File: src/rtl/fpcvt_decode.sv
// Sequential float-to-linear decoder: D = (-1)^S * F * 2^E as 13-bit two's complement.
// Shifts the significand one bit per clock, with valid/ready handshakes on both sides.
module fpcvt_decode (
    input  logic        clk,
    input  logic        rst,
    input  logic        in_valid,
    output logic        in_ready,
    input  logic        S,
    input  logic [2:0]  E,
    input  logic [4:0]  F,
    output logic        out_valid,
    input  logic        out_ready,
    output logic [12:0] D
);
    typedef enum logic [1:0] {IDLE, SHIFT, DONE} state_t;

    state_t      state_q;
    logic [11:0] mag_q;
    logic [2:0]  cnt_q;
    logic        sgn_q;
    logic [12:0] d_q;
    logic        in_ready_q;
    logic        out_valid_q;

    logic [12:0] mag_ext;
    logic [12:0] d_d;

    // Negating a zero magnitude wraps back to zero, so -0 never yields 13'h1000.
    assign mag_ext = {1'b0, mag_q};
    assign d_d     = sgn_q ? (~mag_ext + 13'd1) : mag_ext;

    always_ff @(posedge clk) begin
        if (rst) begin
            state_q     <= IDLE;
            mag_q       <= '0;
            cnt_q       <= '0;
            sgn_q       <= 1'b0;
            d_q         <= '0;
            in_ready_q  <= 1'b1;
            out_valid_q <= 1'b0;
        end else begin
            case (state_q)
                IDLE: begin
                    if (in_valid && in_ready_q) begin
                        mag_q      <= {7'b0, F};
                        cnt_q      <= E;
                        sgn_q      <= S;
                        in_ready_q <= 1'b0;
                        state_q    <= SHIFT;
                    end
                end
                SHIFT: begin
                    if (cnt_q != 3'd0) begin
                        mag_q <= mag_q << 1;
                        cnt_q <= cnt_q - 3'd1;
                    end else begin
                        d_q         <= d_d;
                        out_valid_q <= 1'b1;
                        state_q     <= DONE;
                    end
                end
                DONE: begin
                    // Handoff only; any in_valid this edge waits for IDLE.
                    if (out_ready) begin
                        out_valid_q <= 1'b0;
                        in_ready_q  <= 1'b1;
                        state_q     <= IDLE;
                    end
                end
                default: begin
                    out_valid_q <= 1'b0;
                    in_ready_q  <= 1'b1;
                    state_q     <= IDLE;
                end
            endcase
        end
    end

    assign in_ready  = in_ready_q;
    assign out_valid = out_valid_q;
    assign D         = d_q;
endmodule

File: config.mk
export PLATFORM = sky130hd
export DESIGN_NAME = fpcvt_decode
export DESIGN_NICKNAME = d
export VERILOG_FILES = /design/src/rtl/fpcvt_decode.sv
export SDC_FILE = /design/constraint.sdc
export NUM_CORES = 1
export LEC_CHECK = 0
export CAP_MARGIN = 20
export CORE_MARGIN = 2
export CORE_UTILIZATION = 35
export CTS_BUF_LIST = sky130_fd_sc_hd__clkbuf_4 sky130_fd_sc_hd__clkbuf_8 sky130_fd_sc_hd__clkbuf_16
export CTS_CLUSTER_DIAMETER = 60
export DETAILED_ROUTE_END_ITERATION = 10
export GPL_TIMING_DRIVEN = 0
export PLACE_DENSITY = 0.54
export SYNTH_ARGS = -nofsm -noshare
export SYNTH_HDL_FRONTEND = slang
export SYNTH_SLANG_ARGS = --single-unit
export TNS_END_PERCENT = 100
File: constraint.sdc
create_clock -name clk -period 4.5 [get_ports clk]
set_input_delay 1.125 -clock clk [delete_from_list [all_inputs] [get_ports clk]]
set_output_delay 1.125 -clock clk [all_outputs]
set_load 0.02 [all_outputs]
# After elaboration in Yosys (flattened, before gate mapping)
# Cells that the tools add are included.
[word_totals]
regBits = 33
in_bits = 13
output_inout_bits = 15
[classes]
mux = 17
n_reduce_logical = 10
addsub = 2
bitwise = 4
n_eq_ne = 6
[op_table]
columns = ["op", "n"]
rows = [
  ["$mux 12", 2],
  ["$pmux 12 s2", 1],
  ["$add 13x1->13 const B", 1],
  ["$mux 13", 1],
  ["$not 12->13", 1],
  ["$reduce_and 3->1", 4],
  ["$ne 2x2->1 const B", 4],
  ["$mux 2", 3],
  ["$mux 3", 2],
  ["$pmux 1 s3", 2],
  ["$pmux 2 s3", 1],
  ["$pmux 3 s2", 1],
  ["$mux 1", 4],
  ["$reduce_and 2->1", 2],
  ["$not 1->1", 3],
  ["$reduce_bool 3->1", 1],
  ["$sub 3x1->3 const B", 1],
  ["$eq 2x1->1 const B", 1],
  ["$eq 2x2->1 const B", 1],
  ["$logic_not 2->1", 1],
  ["$reduce_bool 2->1", 1],
  ["$logic_and 1x1->1", 1],
]

# Longest topological paths before layout
[logic_depth]
word_depth = 3
mapped_depth = 8
depth_no_buf = 7

# Least setup slack after synthesis
# Ideal clock, no wire load.
[synth_path]
kind = "input to register"
start = "in in_valid"
end = "reg mag_q[5]"
arrival_ns = 1.929
setup_ns = 0.071
path_buffers = 1
required_ns = 4.429
stages = 5
setup_slack_ns = 2.501
cell_sequence = "nand3b_1 > a21oi_2 > buf_2 > nand3_1 > a21oi_1"
[synth_via]
elab_chain_len = 3
[synth_lines]
columns = ["item", "line", "rtl"]
rows = [
  ["start, declared", "6", "input logic in_valid,"],
  ["$logic_and 1x1->1", "44", "if (in_valid && in_ready_q) begin"],
  ["$ne 2x2->1 (no line)", "--", ""],
  ["$reduce_and 3->1 (no line)", "--", ""],
  ["end signal, assigned", "45", "mag_q <= {7'b0, F};"],
  ["end signal, assigned", "54", "mag_q <= mag_q << 1;"],
  ["end, declared", "18", "logic [11:0] mag_q;"],
]
# Every way passes these cells.
# A chain may end at the register's enable or synchronous reset.

# Worst setup path after layout
[layout_path]
start = "in in_valid"
end = "reg mag_q[9]"
# The elaborated chain is that of the path after synthesis.

==> reports/metrics.csv <==
metric,value,unit
status,completed,
post-cts-setup-buffer-count,0,
num_rows,24,
grt_util_all_layers,0.164,
port_buffers,27,
synthCells,187,
vias,1393,
design_power_total,0.786,mW
tritoncts,done,
ys_top_cells_by_count,"dfxtp_1 (33), nor2_1 (27), nand2_1 (24)",
peakVddDrop,0.000137,V
dp_cells,266,
synthTopCellsByArea,"dfxtp_1 (43%), nor2_1 (6.5%), a211oi_1 (5.8%)",
regArea,661,sq um
fp.dieW,70.6,microns
async_flop_share,0,
root_buffer,clkbuf_8,
vias_per_cell,5.10,
synth_seq_cells,33,
clock_latency,0.28,ns
place_congestion,0.866,
setup_viol,0,
r2r_start,cnt_q[0],
cts_made_buffers,5,
top_usage_layer,met2,
grt_max_degree,11,
drive_above_1_share,0.0860,
crit_path_end_kind,flop,
whs_endpoint,D[0],
yosys_most_used_dff,dfxtp_1,
max_stage_delay,0.50,ns
ctsResizeCount,0,
grtUsageMet2,0.263,
hold_viol_final,0,
crit_fanout,10,
power-per-cell-area,398,nW/um^2
tns,0,ns
yosysTopAreaCellShare,0.426,
timing.rr.end,mag_q[9],
multi_input_area,816,sq um
power.leakage,0.691,nW
fin_crit,2.49,ns
routed_wl,3790,microns
min_path_cells,2,
critPathLaunchType,input port,
grt_antenna_before_repair,0,
worst_slew_pin_slew,0.535,ns
cp_cell_sequence,"clkdlybuf4s50_1, nand3b_1, a21oi_2, buf_2, nand3_1, a21oi_1",
synth-edff-count,0,
ioPinCount,28,
syn_to_final_growth,27.4,%
r2r_slack,2.49,ns
yosysTopAreaCell,dfxtp_1,
dieHeight,70.6,microns
post-route-drc-count,0,
ff2ff_path_depth,8,
critPathArrivalTime,2.69,ns
antenna_left,0,
max_slew_margin,0.643,
grt_first_pass_wirelength,6510,microns
post-place-ws,1.73,ns
min-delay-start,D[0],
fin_ws,2.01,ns
grt_pass1_vias,1359,
dieArea,4980,sq um
yosysSeqAreaShare,0.426,
dr.pass1.iters,4,
drt_iter0_markers,58,
clockBufferDepth,2,
worstPathRequired,4.71,ns
core,4320,sq um
grt_util_met1,0.217,
timing.final.crit_share,0.553,
path_delay_family,buffers and inverters,
max_freq,0.402,GHz
mappedNetlistNets,203,
critPathKind,in2reg,
clk_pin_slew,0.06,ns
crit_buf_inv,2,
use_met3,0.0484,
avgSynthCellArea,8.30,sq um
cap_violations,0,
finalClockSkew,0.00555,ns
final_nets,237,
hold_buffers,0,
fill_cells,438,
diodes,0,
synth_cell_types,36,
worst_path_max_delay_cell,clkdlybuf4s50_1,
clock-sinks,33,
dp_hpwl,2800,microns
syn_area,1550,sq um
hold_class,reg2reg,
htreeDepth,2,
drv_slew,0,
grt_setup_unrepaired,false,
yosysMostFrequentCell,dfxtp_1,
fin_area,1980,sq um
start_util,0.359,
wl_per_cell,13.9,microns
final-instance-count-excl-fill,273,
dpl_cell_area,1890,sq um
synth_warnings,0,
grt-ovfl-total,0,
worst register-to-register path, stage by stage, from the launching register on:
cell,delay [ns]
dfxtp_1,0.33
inv_1,0.06
ha_1,0.21
ha_1,0.21
nand2b_1,0.18
a21oi_2,0.37
buf_2,0.31
nand3_1,0.10
a21oi_1,0.16
worst max path at each step:
stage	from	to	cells past startpoint	slack (ns)
floorplan	in_valid	mag_q[5]	5	2.50
global placement	in_valid	mag_q[9]	6	1.78
detailed placement	in_valid	mag_q[9]	6	1.73
CTS	in_valid	mag_q[9]	6	2.02
global route	in_valid	mag_q[7]	6	1.87
finish	in_valid	mag_q[9]	6	2.01
state kept, by name (all words and copies together) (netlist names):
name	flops
D	13
mag_q	12
cnt_q	3
state_q	2
in_ready	1
out_valid	1
sgn_q	1
report_power, final:
group,leakage [nW],internal [mW],switching [mW]
combinational,0.374,0.0948,0.121
clock,0.0477,0.127,0.101
sequential,0.269,0.320,0.0230
total,0.691,0.542,0.244
layout by cell type (no fill, tap or decap):
| cell | netlist | routed |
|---|---|---|
| nor4_1 | 1 | 1 |
| a21oi_1 | 16 | 16 |
| a21oi_2 | 1 | 1 |
| nor4bb_1 | 1 | 1 |
| nor2b_2 | 1 | 1 |
| and3_1 | 1 | 1 |
| o211ai_1 | 1 | 1 |
| o21ai_0 | 4 | 4 |
| nor2_1 | 27 | 27 |
| a41oi_1 | 1 | 1 |
| o311ai_0 | 1 | 1 |
| clkbuf_1 | 6 | 6 |
| buf_2 | 5 | 5 |
| nand3_1 | 7 | 7 |
| a311oi_1 | 5 | 5 |
| or4b_4 | 1 | 1 |
| a21o_1 | 1 | 1 |
| o41ai_4 | 1 | 1 |
| nand2b_1 | 5 | 5 |
| nand3b_1 | 1 | 1 |
| mux2i_1 | 3 | 3 |
| and2_1 | 1 | 1 |
| xnor2_1 | 5 | 5 |
| xor2_1 | 3 | 3 |
| a22oi_1 | 1 | 1 |
| dfxtp_1 | 33 | 33 |
| nand2_1 | 24 | 24 |
| clkbuf_8 | 0 | 6 |
| a211oi_1 | 12 | 12 |
| nor2b_1 | 1 | 1 |
| a2111oi_0 | 1 | 1 |
| ha_1 | 3 | 3 |
| clkdlybuf4s50_1 | 0 | 27 |
| a31oi_1 | 1 | 1 |
| clkbuf_4 | 0 | 1 |
| nor3_1 | 3 | 3 |
| clkbuf_2 | 1 | 1 |
| inv_1 | 6 | 6 |
| or3_2 | 2 | 2 |
layout make-up:
type	instances	area share
clock buffer	7	0.0456
multi-input combinational	136	0.413
buffer	12	0.0266
tap	52	0.0329
sequential	33	0.334
inverter	6	0.0114
timing repair buffer	27	0.137
metal layers:
layer | part of all wire | wire (microns) | up-vias
met1 | 0.48 | 1820 | 645
met2 | 0.48 | 1810 | 21
met4 | 0.0084 | 32 | 0
li1 | - | - | 723
met3 | 0.034 | 130 | 4
met5 | 0 | 0 | -
metrics by stage:
stage | hold slack, ns | util
after floorplan | 0.432 | -
after global placement | 0.441 | 0.436
final | 0.457 | 0.457
after global routing | 0.479 | 0.457
after detailed placement | 0.454 | 0.436
after CTS | 0.464 | 0.457
logic make-up after synthesis:
kind of cell	count (synthesis)	share of synthesized area
and+or+nand+nor	76	0.227
DFF	33	0.426
adders and majority gates	3	0.0242
muxes	3	0.0194
buffers and inverters	18	0.0484
AOI/OAI and AO/OA	46	0.210
xor gates and xnor gates	8	0.0452
No activity file was read; power rests on OpenSTA's default activity.
